**config.mk**
```make
export PLATFORM = sky130hd
export DESIGN_NAME = iob_cache_fe_arbiter
export DESIGN_NICKNAME = d
export VERILOG_FILES = /design/src/rtl/iob_cache_fe_arbiter_pkg.sv /design/src/rtl/iob_cache_fe_arbiter_rr_prio.sv /design/src/rtl/iob_cache_fe_arbiter.sv
export SDC_FILE = /design/constraint.sdc
export NUM_CORES = 1
export LEC_CHECK = 0
export BUFFER_PORTS_ARGS = -buffer_cell sky130_fd_sc_hd__buf_4
export CAP_MARGIN = 20
export CORE_AREA = 2 2 99 101
export CTS_CLUSTER_DIAMETER = 60
export DETAILED_ROUTE_END_ITERATION = 16
export DIE_AREA = 0 0 101 103
export GPL_TIMING_DRIVEN = 0
export PLACE_DENSITY = 0.73
export SKIP_LAST_GASP = 1
export SYNTH_ARGS = -nofsm -noshare
export SYNTH_HDL_FRONTEND = slang
export SYNTH_SLANG_ARGS = --single-unit
```
**constraint.sdc**
```tcl
create_clock -name clk_i -period 3.3 [get_ports clk_i]
set_clock_uncertainty 0.1 [all_clocks]
set_input_delay 0.33 -clock clk_i [delete_from_list [all_inputs] [get_ports clk_i]]
set_output_delay 0.33 -clock clk_i [all_outputs]
set_load 0.1 [all_outputs]
```
**src/rtl/iob_cache_fe_arbiter_pkg.sv**
```systemverilog
// Shared types and helpers for the iob_cache frontend arbiter.
package iob_cache_fe_arbiter_pkg;

    // Arbiter FSM states: IDLE waits for a request, BUSY holds it until the cache acks
    typedef enum logic {
        ST_IDLE = 1'b0,
        ST_BUSY = 1'b1
    } arb_state_t;

    // Round-robin successor. The compare wraps correctly when n is not a power of two.
    function automatic int rr_next(input int idx, input int n);
        return (idx + 1 >= n) ? 0 : idx + 1;
    endfunction

endpackage

```
**src/rtl/iob_cache_fe_arbiter_rr_prio.sv**
```systemverilog
// Rotate-priority encoder: the first set request at or after ptr_i, wrapping mod N_REQ.
module iob_cache_fe_arbiter_rr_prio #(
    parameter int N_REQ = 2
) (
    input  logic [N_REQ-1:0]         req_i,
    input  logic [$clog2(N_REQ)-1:0] ptr_i,
    output logic                     valid_o,
    output logic [$clog2(N_REQ)-1:0] idx_o
);
    localparam int IDX_W = $clog2(N_REQ);

    logic [IDX_W:0]   w_cand;
    logic [IDX_W-1:0] w_pos;

    // Scan from the farthest offset down, so the request closest to ptr_i is written last and wins
    always_comb begin
        valid_o = 1'b0;
        idx_o   = '0;
        w_cand  = '0;
        w_pos   = '0;
        for (int i = N_REQ - 1; i >= 0; i--) begin
            w_cand = {1'b0, ptr_i} + (IDX_W + 1)'(i);
            if (w_cand >= (IDX_W + 1)'(N_REQ)) begin
                w_cand = w_cand - (IDX_W + 1)'(N_REQ);
            end
            w_pos = w_cand[IDX_W-1:0];
            if (req_i[w_pos]) begin
                valid_o = 1'b1;
                idx_o   = w_pos;
            end
        end
    end

endmodule

```
**src/rtl/iob_cache_fe_arbiter.sv**
```systemverilog
// Round-robin arbiter that shares one iob_cache native frontend between N_REQ requesters.
// It latches the winning request, holds it on the cache port until ack, and
// routes ack/rdata back to the winner only.
module iob_cache_fe_arbiter
    import iob_cache_fe_arbiter_pkg::*;
#(
    parameter int N_REQ  = 2,
    parameter int ADDR_W = 24,
    parameter int DATA_W = 32
) (
    input  logic                         clk_i,
    input  logic                         arst_n_i,
    input  logic [N_REQ-1:0]             s_avalid_i,
    input  logic [N_REQ*ADDR_W-1:0]      s_addr_i,
    input  logic [N_REQ*DATA_W-1:0]      s_wdata_i,
    input  logic [N_REQ*(DATA_W/8)-1:0]  s_wstrb_i,
    output logic [DATA_W-1:0]            s_rdata_o,
    output logic [N_REQ-1:0]             s_ack_o,
    output logic                         m_avalid_o,
    output logic [ADDR_W-1:0]            m_addr_o,
    output logic [DATA_W-1:0]            m_wdata_o,
    output logic [DATA_W/8-1:0]          m_wstrb_o,
    input  logic [DATA_W-1:0]            m_rdata_i,
    input  logic                         m_ack_i,
    output logic [$clog2(N_REQ)-1:0]     grant_o,
    output logic                         busy_o
);
    localparam int IDX_W  = $clog2(N_REQ);
    localparam int STRB_W = DATA_W / 8;

    arb_state_t        r_state;
    logic [IDX_W-1:0]  r_ptr;
    logic [IDX_W-1:0]  r_grant;
    logic              r_avalid;
    logic [ADDR_W-1:0] r_addr;
    logic [DATA_W-1:0] r_wdata;
    logic [STRB_W-1:0] r_wstrb;

    logic              w_valid;
    logic [IDX_W-1:0]  w_idx;
    logic [ADDR_W-1:0] w_sel_addr;
    logic [DATA_W-1:0] w_sel_wdata;
    logic [STRB_W-1:0] w_sel_wstrb;

    iob_cache_fe_arbiter_rr_prio #(
        .N_REQ (N_REQ)
    ) u_rr_prio (
        .req_i   (s_avalid_i),
        .ptr_i   (r_ptr),
        .valid_o (w_valid),
        .idx_o   (w_idx)
    );

    // Select the winning requester's fields out of the flattened buses
    always_comb begin
        w_sel_addr  = '0;
        w_sel_wdata = '0;
        w_sel_wstrb = '0;
        for (int k = 0; k < N_REQ; k++) begin
            if (w_idx == IDX_W'(k)) begin
                w_sel_addr  = s_addr_i[k*ADDR_W +: ADDR_W];
                w_sel_wdata = s_wdata_i[k*DATA_W +: DATA_W];
                w_sel_wstrb = s_wstrb_i[k*STRB_W +: STRB_W];
            end
        end
    end

    // Arbitration FSM: grant and latch in IDLE, hold the request until the cache acks in BUSY
    always_ff @(posedge clk_i or negedge arst_n_i) begin
        if (!arst_n_i) begin
            r_state  <= ST_IDLE;
            r_ptr    <= '0;
            r_grant  <= '0;
            r_avalid <= 1'b0;
            r_addr   <= '0;
            r_wdata  <= '0;
            r_wstrb  <= '0;
        end else begin
            case (r_state)
                ST_IDLE: begin
                    if (w_valid) begin
                        r_grant  <= w_idx;
                        r_addr   <= w_sel_addr;
                        r_wdata  <= w_sel_wdata;
                        r_wstrb  <= w_sel_wstrb;
                        r_avalid <= 1'b1;
                        r_state  <= ST_BUSY;
                    end
                end
                ST_BUSY: begin
                    if (m_ack_i) begin
                        r_avalid <= 1'b0;
                        r_ptr    <= IDX_W'(rr_next(int'(r_grant), N_REQ));
                        r_state  <= ST_IDLE;
                    end
                end
                default: r_state <= ST_IDLE;
            endcase
        end
    end

    // Route the cache ack to the granted requester only; acks seen in IDLE are dropped
    always_comb begin
        s_ack_o = '0;
        if (r_state == ST_BUSY) begin
            s_ack_o[r_grant] = m_ack_i;
        end
    end

    assign s_rdata_o  = m_rdata_i;
    assign m_avalid_o = r_avalid;
    assign m_addr_o   = r_addr;
    assign m_wdata_o  = r_wdata;
    assign m_wstrb_o  = r_wstrb;
    assign grant_o    = r_grant;
    assign busy_o     = (r_state == ST_BUSY);

endmodule

```
==> results of run 1 <==
[worst max-delay path by stage]
stage	endpoint	depth (start not counted)	slack, ps
4_1_cts	s_ack_o[1]	3	1450
3_3_place_gp	m_wstrb_o[2]$_DFFE_PN0P_	6	1700
6_report	s_ack_o[1]	3	1480
2_1_floorplan	s_ack_o[1]	2	340
3_5_place_dp	m_addr_o[11]$_DFFE_PN0P_	6	1620
5_1_grt	s_ack_o[1]	3	1350
[state kept, by name, summed over array words and instances, names as in the netlist]
signal and cells:
busy_o 1, m_wdata_o 32, m_wstrb_o 4, m_addr_o 24, r_ptr 1, m_avalid_o 1
grant_o 1
[per-stage QoR]
stage	utilization	total power (µW)
floorplan	-	3040
global placement	0.544	3650
detailed placement	0.544	3680
CTS	0.567	4430
global route	0.567	4570
finish	0.567	4400
[layout by cell type (no fill, tap or decap), drive strengths merged]
cell and instances:
bufinv 2, o21ba 1, nor2 63, o32ai 1, and2b 1, buf 269, clkinv 1, nand3 60
a21oi 1, clkbuf 36, inv 2, o31a 1, o21a 1, o21ai 60, nand2b 1, a31oi 60
nand2 1, dfrtp 64
[power by group]
group	internal (µW)	leakage (µW)	switching (µW)	total, µW
logic	561	0.00171	2000	2560
clock network	446	0.000108	296	743
registers	976	0.000713	116	1090
total	1980	0.00253	2410	4400
[kinds of logic after synthesis]
family          count (synthesis)  share of synthesized area
compound gates                125                      0.214
buf+inv                        74                      0.143
flops                          64                      0.478
simple gates                  126                      0.166
[final cells by class]
class / count / area share
repair buffers: 220 / 0.308
flip-flops and latches: 64 / 0.299
multi-input cells: 251 / 0.237
plain buffers: 72 / 0.0878
clock buffers: 13 / 0.0278
well taps: 114 / 0.0266
clock inverters: 3 / 0.0121
inverters: 2 / 0.00140
[layer usage]
layer,track usage,vias to the layer above,part of all wire
met5,0,-,0
li1,-,1819,-
met4,0.102,0,0.029
met3,0.0475,32,0.074
met1,0.264,1817,0.39
met2,0.365,197,0.50
==> run_results.csv, run 1 <==
group,metric,value,unit
clocking,cts.reportedPaths.clkPinSlew,70,ps
yosys,synth_area,0.00335,mm²
yosys,synth_top_area_share,0.478,
sta,max_slew_margin,0.453,
global_routing,grt_pass1_wl,17600,µm
critical_path,crit_path_max_incr_delay,440,ps
yosys,yosysWarnings,0,
yosys,synthTopCellsByCount,"64 x dfrtp_1, 63 x nor2_1, 60 x a31oi_1, 60 x nand3_1, 51 x o21ai_0",
clocking,cts_root_buffer,"clkbuf_8",
sta,rsz0062_at_grt,"no",
yosys,ys.flop_type,"dfrtp_1",
finish,multi_input_area,0.00127,mm²
critical_path,cp_cell_sequence,"nand2_1 > nor2_1 > buf_4",
finish,layout-drive-gt1-share,0.454,
drt,drt_iter0_drc,217,
floorplanning,ios,254,
sta,timing.final.ws_setup,1480,ps
critical_path,cp_slowest_cell,"dfrtp_1",
critical_path,path_delay_family,"flip-flops",
placement,placed_area,0.00514,mm²
finish,seq_area,0.00160,mm²
global_routing,antenna_found_initial,0,
drt,drc_errors,0,
yosys,synth-edff-count,0,
drt,ant_nets,0,
clocking,clock_path_buffers,2,
clocking,cts.sinks,64,
sta,setup_tns,0,ps
yosys,synth_top_cell_by_area,"dfrtp_1",
sta,fmax,550,MHz
finish,stdcell_area,0.00536,mm²
clocking,cts_tree,"yes",
outcome,status,"finished clean",
drt,drt_wl_total,11800,µm
clocking,clkLatencyLatePin,330,ps
critical_path,reg2reg_from,"r_ptr$_DFFE_PN0P_",
placement,dp_slack,1620,ps
critical_path,crit_type,"reg2out",
floorplanning,die-area,0.0104,mm²
critical_path,crit_buf_inv,1,
critical_path,arrival,1390,ps
sta,hold_viol_final,0,
worst_hold_path,hp-class,"in2async",
yosys,syn_inst,389,
critical_path,timing.rr.end,"m_wdata_o[14]$_DFFE_PN0P_",
critical_path,worstPathRequired,2870,ps
drt,dr_total_vias,3865,
yosys,yosys-top-cells-area,"dfrtp_1 48%, a31oi_1 11%, nand3_1 9.0%",
critical_path,ff2ff_setup_slack,1650,ps
clocking,cts_max_level,3,
critical_path,path_max_fanout,6,
placement,io_buffers,220,
placement,hpwl,8810,µm
floorplanning,core-area,0.00946,mm²
sta,finalMaxSlewViolations,0,
global_routing,grt_pass1_vias,3691,
drt,drtPass1Iterations,7,
floorplanning,rows,36,
global_routing,grt_remaining_overflow,0,
clocking,ctsResizeCount,0,
sta,setup_violations,0,
floorplanning,die_w,101,µm
sta,worst_pin_slew,821,ps
placement,dp_cells,723,
yosys,synth_nets,546,
job,max-cap-violations,0,
clocking,post_cts_buffers,0,
sta,worst_hold_slack,0.990,ps
drt,post_drt_wl_per_cell,16.0,µm
yosys,synth.most_common_cell,"dfrtp_1",
power,peakVddDrop,0.340,mV
clocking,cts_hold_buffers,0,
finish,area_growth,59.9,%
yosys,async_flop_share,1.00,
yosys,yosys.cell_types.count,20,
drt,routed_via_density,5.23,
yosys,ys_seq_area_frac,0.478,
floorplanning,start_util,0.354,
finish,diodes,0,
power,p_per_area,821,mW/mm²
yosys,synth_area_per_cell,8.61,µm²
yosys,ys_ff_latch,64,
placement,gp_congestion,0.831,
sta,period_share,0.551,
finish,nNetsFinal,777,
finish,layoutNonFillerInstCount,739,
critical_path,cp-end-kind,"output port",
critical_path,r2r_cells,5,
global_routing,grt_usage,0.216,
sta,period_minus_slack,1820,ps
critical_path,crit_start,"busy_o$_DFF_PN0_",
critical_path,startpoint_type,"register",
floorplanning,die-height,103,µm
global_routing,grt_max_degree,65,
finish,fillers,868,
clocking,cts_made_buffers,9,
power,leakage,0.00253,µW
Note: power is estimated with default switching activity, not from simulation.
==> inputs of run 2 (changes only) <==
--- a/config.mk
+++ b/config.mk
@@ -5,14 +5,15 @@
 export SDC_FILE = /design/constraint.sdc
 export NUM_CORES = 1
 export LEC_CHECK = 0
+export ABC_AREA = 1
 export BUFFER_PORTS_ARGS = -buffer_cell sky130_fd_sc_hd__buf_4
 export CAP_MARGIN = 20
-export CORE_AREA = 2 2 99 101
+export CORE_MARGIN = 1
+export CORE_UTILIZATION = 38
 export CTS_CLUSTER_DIAMETER = 60
 export DETAILED_ROUTE_END_ITERATION = 16
-export DIE_AREA = 0 0 101 103
 export GPL_TIMING_DRIVEN = 0
-export PLACE_DENSITY = 0.73
+export PLACE_DENSITY = 0.77
 export SKIP_LAST_GASP = 1
 export SYNTH_ARGS = -nofsm -noshare
 export SYNTH_HDL_FRONTEND = slang
==> constraint.sdc (replaced) <==
create_clock -name clk_i -period 1.53 [get_ports clk_i]
set_clock_uncertainty 0.1 [all_clocks]
set_input_delay 0.153 -clock clk_i [delete_from_list [all_inputs] [get_ports clk_i]]
set_output_delay 0.153 -clock clk_i [all_outputs]
set_load 0.1 [all_outputs]
==> run 2 against run 1 <==
  * Worst hold slack improved by 19 ps
  * Routed wire length fell by 4.4%
  * Global-route usage rose by 0.17 points
  * Via count rose by 10%
  * Flip-flop and latch count did not move
  * Critical endpoint unchanged
  * Utilization rose by 4.0 points
  * Non-clock buffer count fell by 8
  * Area after synthesis rose by 14%
  * First-iteration DRC count fell by 46%
  * Largest cell class unchanged
  * Clock-buffer cell count fell by 2
==> run_results.csv, run 2 <==
group,metric,value,unit
outcome,status,"finished clean",
clocking,clock_path_buffers,2,
clocking,cts_made_buffers,9,
critical_path,path_max_fanout,5,
floorplanning,die-height,102,µm
yosys,ys_seq_area_frac,0.421,
critical_path,arrival,1230,ps
drt,drt_iter0_drc,118,
critical_path,cp.depth,3,
job,max-cap-violations,0,
placement,dp_cells,918,
floorplanning,core-area,0.00973,mm²
sta,fmax,676,MHz
drt,routed_via_density,4.55,
sta,worst_hold_slack,20.1,ps
yosys,synthMuxAreaShare,0,
floorplanning,rows,36,
clocking,post_cts_buffers,0,
floorplanning,die-area,0.0104,mm²
yosys,synth-xor-area-share,0,
floorplanning,ios,254,
clocking,cts_max_level,3,
placement,placed_area,0.00565,mm²
yosys,synth_area_per_cell,6.73,µm²
placement,gp_congestion,0.828,
finish,area_growth,55.0,%
yosys,yosysWarnings,0,
yosys,synth_area,0.00380,mm²
yosys,synth_top_area_share,0.421,
clocking,cts_root_buffer,"clkbuf_8",
yosys,synthTopCellsByCount,"184 x nand2_1, 124 x inv_1, 120 x nand3_1, 64 x dfrtp_1, 38 x buf_4",
power,p_per_area,1580,mW/mm²
sta,setup_violations,0,
yosys,syn_inst,565,
sta,hold_viol_final,0,
global_routing,grt_max_degree,65,
finish,fillers,906,
drt,dr_total_vias,4253,
yosys,synth_compound_area_frac,0.00395,
critical_path,reg2reg_from,"r_ptr$_DFFE_PN0P_",
power,peakVddDrop,1.21,mV
global_routing,grt_usage,0.218,
yosys,yosys-top-cells-area,"dfrtp_1 42%, nand2_1 18%, nand3_1 16%",
finish,diodes,0,
sta,worst_pin_slew,810,ps
critical_path,timing.rr.end,"m_addr_o[14]$_DFFE_PN0P_",
finish,largest_reg_flops,32,
floorplanning,start_util,0.391,
finish,layoutNonFillerInstCount,934,
critical_path,worstPathRequired,1280,ps
critical_path,cp_slowest_cell,"dfrtp_4",
global_routing,grt_pass1_vias,4051,
finish,layout-drive-gt1-share,0.376,
placement,io_buffers,220,
drt,post_drt_wl_per_cell,12.1,µm
critical_path,cp-endpoint,"s_ack_o[1]",
yosys,ys.flop_type,"dfrtp_1",
sta,period_minus_slack,1480,ps
yosys,synth.most_common_cell,"nand2_1",
critical_path,cp_cell_sequence,"nand2_4 > nor2_4 > buf_12",
global_routing,grt_pass1_wl,17800,µm
yosys,async_flop_share,1.00,
sta,period_share,0.967,
drt,drt_wl_total,11300,µm
drt,drc_errors,0,
yosys,synth_fa_ha_area_frac,0,
finish,nNetsFinal,954,
clocking,cts.sinks,64,
yosys,ys_ff_latch,64,
sta,finalMaxSlewViolations,0,
critical_path,r2r_cells,7,
floorplanning,die_w,102,µm
critical_path,crit_type,"reg2out",
finish,stdcell_area,0.00590,mm²
yosys,synth_nets,722,
finish,final_common_cell,"buf_4",
power,leakage,0.00368,µW
global_routing,grt_remaining_overflow,0,
sta,rsz0062_at_grt,"yes",
drt,drtPass1Iterations,5,
placement,hpwl,8680,µm
drt,ant_nets,0,
clocking,clkLatencyLatePin,330,ps
yosys,synth_top_family_by_area,"simple AND/OR/NAND/NOR gates",
worst_hold_path,hp-class,"in2reg",
yosys,synth-edff-count,0,
sta,setup_tns,0,ps
yosys,yosys.cell_types.count,14,
critical_path,startpoint_type,"register",
clocking,cts_tree,"yes",
finish,seq_area,0.00161,mm²
finish,final_cell_mix,"256 x buf_4, 181 x nand2_1, 124 x inv_1",
yosys,synth_top_cell_by_area,"dfrtp_1",
clocking,cts.reportedPaths.clkPinSlew,70,ps
critical_path,crit_path_max_incr_delay,470,ps
global_routing,antenna_found_initial,0,
critical_path,crit_buf_inv,1,
critical_path,ff2ff_setup_slack,90,ps
finish,multi_input_area,0.00137,mm²
yosys,synth_simple_gate_area_share,0.348,
critical_path,cp-end-kind,"output port",
critical_path,path_delay_family,"flip-flops",
critical_path,crit_start,"busy_o$_DFF_PN0_",
sta,max_slew_margin,0.460,
-- run 2: cell count changes in the layout (fill, tap and decap cells not counted), moves of 6 or more --
cell,delta
a31oi_1,-60
buf_6,-8
clkbuf_1,-20
clkbuf_2,+6
inv_1,+123
nand2_1,+180
nand3_1,+60
nor2_1,-61
o21ai_0,-50
o21ai_1,-9
-- run 2: per-layer routing --
metal	GRT usage	part of all wire
met1	0.247	0.40
met2	0.396	0.50
met3	0.0397	0.070
met4	0.0978	0.025
met5	0	0
-- run 2: where the power goes --
group          switching [µW]  leakage, µW  internal (µW)
logic                    4360      0.00281           1210
registers                 258     0.000774           2110
clock network             622    0.0000989            781
-- run 2: worst min-delay path by stage --
stage,start,end,slack [ps],cells past startpoint
final,s_wdata_i[14],m_wdata_o[14]$_DFFE_PN0P_,20,5
after detailed placement,arst_n_i,m_wdata_o[31]$_DFFE_PN0P_,200,1
after floorplan,arst_n_i,m_addr_o[0]$_DFFE_PN0P_,-240,0
after global routing,s_wdata_i[2],m_wdata_o[2]$_DFFE_PN0P_,30,5
after CTS,s_wdata_i[18],m_wdata_o[18]$_DFFE_PN0P_,6,5
after global placement,arst_n_i,m_wdata_o[31]$_DFFE_PN0P_,190,1
-- run 2: worst register-to-register path, stage by stage, from the launching register on --
cell and delay [ps]:
dfrtp_1 360, inv_1 80, nand2_2 170, nand2_4 170, buf_2 240, nand2_1 90
nand3_1 80, nand2_1 50
-- run 2: area by class of cell --
| cell class | count | share of cell area |
|---|---|---|
| Inverter | 125 | 0.0800 |
| Clock inverter | 4 | 0.00764 |
| Sequential cell | 64 | 0.273 |
| Buffer | 63 | 0.0704 |
| Clock buffer | 11 | 0.0240 |
| Tap cell | 133 | 0.0282 |
| Timing Repair Buffer | 221 | 0.284 |
| Multi-Input combinational cell | 313 | 0.232 |
-- run 2: cells by family after synthesis --
logic type             count (synthesis)
AND/OR/NAND/NOR                      310
flip-flops                            64
AO/OA/AOI/OAI                          3
buffers and inverters                188
-- run 2: through the flow --
step | power (µW) | utilization | setup slack (ps)
2_1_floorplan | 6580 | - | -61.9
3_3_place_gp | 7890 | 0.581 | -189
3_5_place_dp | 7950 | 0.581 | -238
4_1_cts | 9390 | 0.603 | 9.15
5_1_grt | 9740 | 0.606 | -1.58
6_report | 9340 | 0.606 | 51.2
-- run 2: timing repair --
| item | 4_1_cts | 5_1_grt |
|---|---|---|
| gates resized for setup | 5 | 20 |
| setup endpoints to repair | 62 | 58 |
| hold buffers | 1 | 0 |
| hold endpoints to repair | 64 | 0 |
| pin swaps | 0 | 1 |
==> inputs of run 3 (changes only) <==
--- a/config.mk
+++ b/config.mk
@@ -9,7 +9,7 @@
 export BUFFER_PORTS_ARGS = -buffer_cell sky130_fd_sc_hd__buf_4
 export CAP_MARGIN = 20
 export CORE_MARGIN = 1
-export CORE_UTILIZATION = 38
+export CORE_UTILIZATION = 37
 export CTS_CLUSTER_DIAMETER = 60
 export DETAILED_ROUTE_END_ITERATION = 16
 export GPL_TIMING_DRIVEN = 0
@@ -17,4 +17,5 @@
 export SKIP_LAST_GASP = 1
 export SYNTH_ARGS = -nofsm -noshare
 export SYNTH_HDL_FRONTEND = slang
+export SYNTH_HIERARCHICAL = 1
 export SYNTH_SLANG_ARGS = --single-unit
==> run 3 against run 2 <==
  * Clock power is 19% higher
  * First-iteration DRC count is 25% lower
  * Worst setup slack better by 23 ps
  * Routed wire length is 4.6% lower
  * Area after synthesis is 8.1% lower
  * Sequential power is 17% higher
  * Sequential share of layout area is 0.13 points lower
  * Non-clock buffer count is 29 higher
  * Cell area is 0.47% higher
  * Total power is 40% higher
  * Maximum frequency is 1.6% higher
  * Die area is 5.5% lower
  * Critical endpoint unchanged
  * Largest cell class unchanged
  * Largest power group unchanged
==> run_results.csv, run 3 <==
group,metric,value,unit
outcome,status,"finished clean",
clocking,cts_made_buffers,9,
drt,routedLengthMet1,4350,µm
yosys,synth_area_per_cell,6.96,µm²
global_routing,grt_pass1_vias,3701,
floorplanning,ios,254,
clocking,post_cts_buffers,0,
drt,wl_met3,798,µm
power,power_switching,7790,µW
yosys,ys.flop_type,"dfrtp_1",
yosys,synth_nets,659,
clocking,cts_tree,"yes",
power,peakVddDrop,1.49,mV
clocking,clkLatencyLatePin,330,ps
drt,ant_nets,0,
job,max-cap-violations,0,
sta,finalMaxSlewViolations,0,
finish,layoutNonFillerInstCount,885,
power,p_sw_frac,0.597,
clocking,cts_root_buffer,"clkbuf_8",
floorplanning,die_w,99.2,µm
yosys,ys_seq_area_frac,0.458,
placement,io_buffers,221,
critical_path,reg2reg_from,"r_ptr$_DFFE_PN0P_",
floorplanning,rows,35,
yosys,synth.most_common_cell,"nand2_1",
power,power,13100,µW
finish,area_growth,69.5,%
power,clock_power_share,0.128,
yosys,yosysWarnings,6,
placement,gp_congestion,0.772,
placement,placed_area,0.00532,mm²
critical_path,arrival,1200,ps
sta,fmax,687,MHz
global_routing,grt_pass1_wl,17000,µm
power,leakage,0.00353,µW
drt,post_drt_wl_per_cell,12.2,µm
finish,post-route-util,0.644,
critical_path,crit_buf_inv,3,
drt,dr_total_vias,3941,
yosys,synth_top_area_share,0.458,
clocking,cts.reportedPaths.clkPinSlew,70,ps
yosys,yosys.cell_types.count,14,
drt,drtPass1Iterations,7,
drt,routed.top_layer,"met4",
worst_hold_path,hp-class,"in2reg",
power,seq_power_share,0.213,
drt,drc_errors,0,
sta,setup_tns,0,ps
finish,diodes,0,
sta,rsz0062_at_grt,"yes",
finish,nNetsFinal,926,
clocking,clock_path_buffers,2,
sta,worst_pin_slew,810,ps
global_routing,grt_max_degree,65,
global_routing,grt_usage,0.218,
finish,final_cell_mix,"361 x nand2_1, 253 x buf_4, 62 x dfrtp_1",
yosys,synth_area,0.00350,mm²
placement,dp_cells,834,
clocking,cts_max_level,3,
critical_path,crit_type,"in2out",
sta,max_slew_margin,0.460,
yosys,ys_ff_latch,64,
sta,setup_violations,0,
floorplanning,die-area,0.00984,mm²
critical_path,startpoint_type,"input port",
critical_path,path_delay_family,"buffers and inverters",
critical_path,crit_start,"m_ack_i",
floorplanning,start_util,0.380,
drt,routed_via_density,4.45,
clocking,cts.sinks,64,
finish,fillers,730,
floorplanning,core-area,0.00920,mm²
drt,drt_wl_total,10800,µm
sta,period_share,0.951,
critical_path,cp_slowest_cell,"dlygate4sd3_1",
finish,largest_reg_flops,32,
finish,layout-drive-gt1-share,0.389,
drt,drt_iter0_drc,88,
critical_path,path_max_fanout,3,
power,p_int,5260,µW
yosys,synth-edff-count,0,
sta,hold_viol_final,0,
global_routing,antenna_found_initial,0,
yosys,syn_inst,502,
drt,wl_met2,5370,µm
yosys,synth_top_cell_by_area,"dfrtp_1",
worst_hold_path,min_from,"s_addr_i[8]",
power,pwr-share-comb,0.659,
sta,period_minus_slack,1460,ps
finish,stdcell_area,0.00593,mm²
critical_path,cp_cell_sequence,"dlygate4sd3_1 > buf_4 > nand2_4 > nor2_4 > buf_12",
critical_path,cp-end-kind,"output port",
finish,final_common_cell,"nand2_1",
yosys,yosys-top-cells-area,"dfrtp_1 46%, nand2_1 39%, buf_4 7.1%",
yosys,synthTopCellsByCount,"362 x nand2_1, 64 x dfrtp_1, 33 x buf_4, 12 x buf_2, 12 x buf_6",
global_routing,grt_remaining_overflow,0,
power,p_per_area,2200,mW/mm²
floorplanning,die-height,99.2,µm
critical_path,worstPathRequired,1280,ps
placement,hpwl,7700,µm
critical_path,crit_path_max_incr_delay,540,ps
yosys,async_flop_share,1.00,
==> run 3: cells by family after synthesis <==
family	synth area share
buffers and inverters	0.134
AND/OR/NAND/NOR	0.403
AO/OA/AOI/OAI	0.00429
flip-flops	0.458
==> run 3: tightest hold or removal path, delay by kind of cell <==
family / cells / cell delay [ps]
buf+inv: 1 / 80
simple gates: 4 / 180
==> run 3: final timing paths <==
| path | to | slack (ps) | cells after the start |
|---|---|---|---|
| max | s_ack_o[1] | 70 | 5 |
| min in group asynchronous | m_addr_o[1]$_DFFE_PN0P_ | 360 | 2 |
| max in group asynchronous | busy_o$_DFF_PN0_ | 330 | 2 |
| max reg2reg | m_addr_o[2]$_DFFE_PN0P_ | 110 | 9 |
| min | m_addr_o[8]$_DFFE_PN0P_ | 10 | 5 |
| min reg2reg | m_addr_o[5]$_DFFE_PN0P_ | 380 | 2 |
==> run 3: power by group through the flow <==
stage	clock (µW)	sequential, µW	combinational (µW)
floorplan	0	7610	1750
global placement	0	2780	8490
detailed placement	0	2790	8550
CTS	1710	2780	8630
global route	1790	2860	8950
finish	1670	2780	8600
==> run 3: timing repair <==
item	CTS	global route
endpoints found under the hold margin	90	0
endpoints found under the setup margin	1	38
resized for setup	1	5
hold buffers	35	0
==> run 3: final cells by class <==
type                            instances  area (µm²)  area share
Timing Repair Buffer                  256        2030       0.342
Sequential cell                        64        1610       0.272
Multi-Input combinational cell        374        1450       0.244
Buffer                                 57         445      0.0752
Clock buffer                           14         173      0.0291
Tap cell                              111         139      0.0234
Clock inverter                          2        60.1      0.0101
Inverter                                7        26.3     0.00443
==> run 3: through the flow <==
stage,setup slack [ps],hold WS [ps]
floorplan,-43.8,-243
global placement,102,188
detailed placement,87.7,200
CTS,23.7,0.106
global route,-36.0,14.3
finish,74.5,12.8
==> run 3: routing by layer <==
metal  GRT usage  up-vias
li1            -     1992
met3      0.0548       22
met1       0.245     1762
met4      0.0939        0
met2       0.392      165
met5           0        -
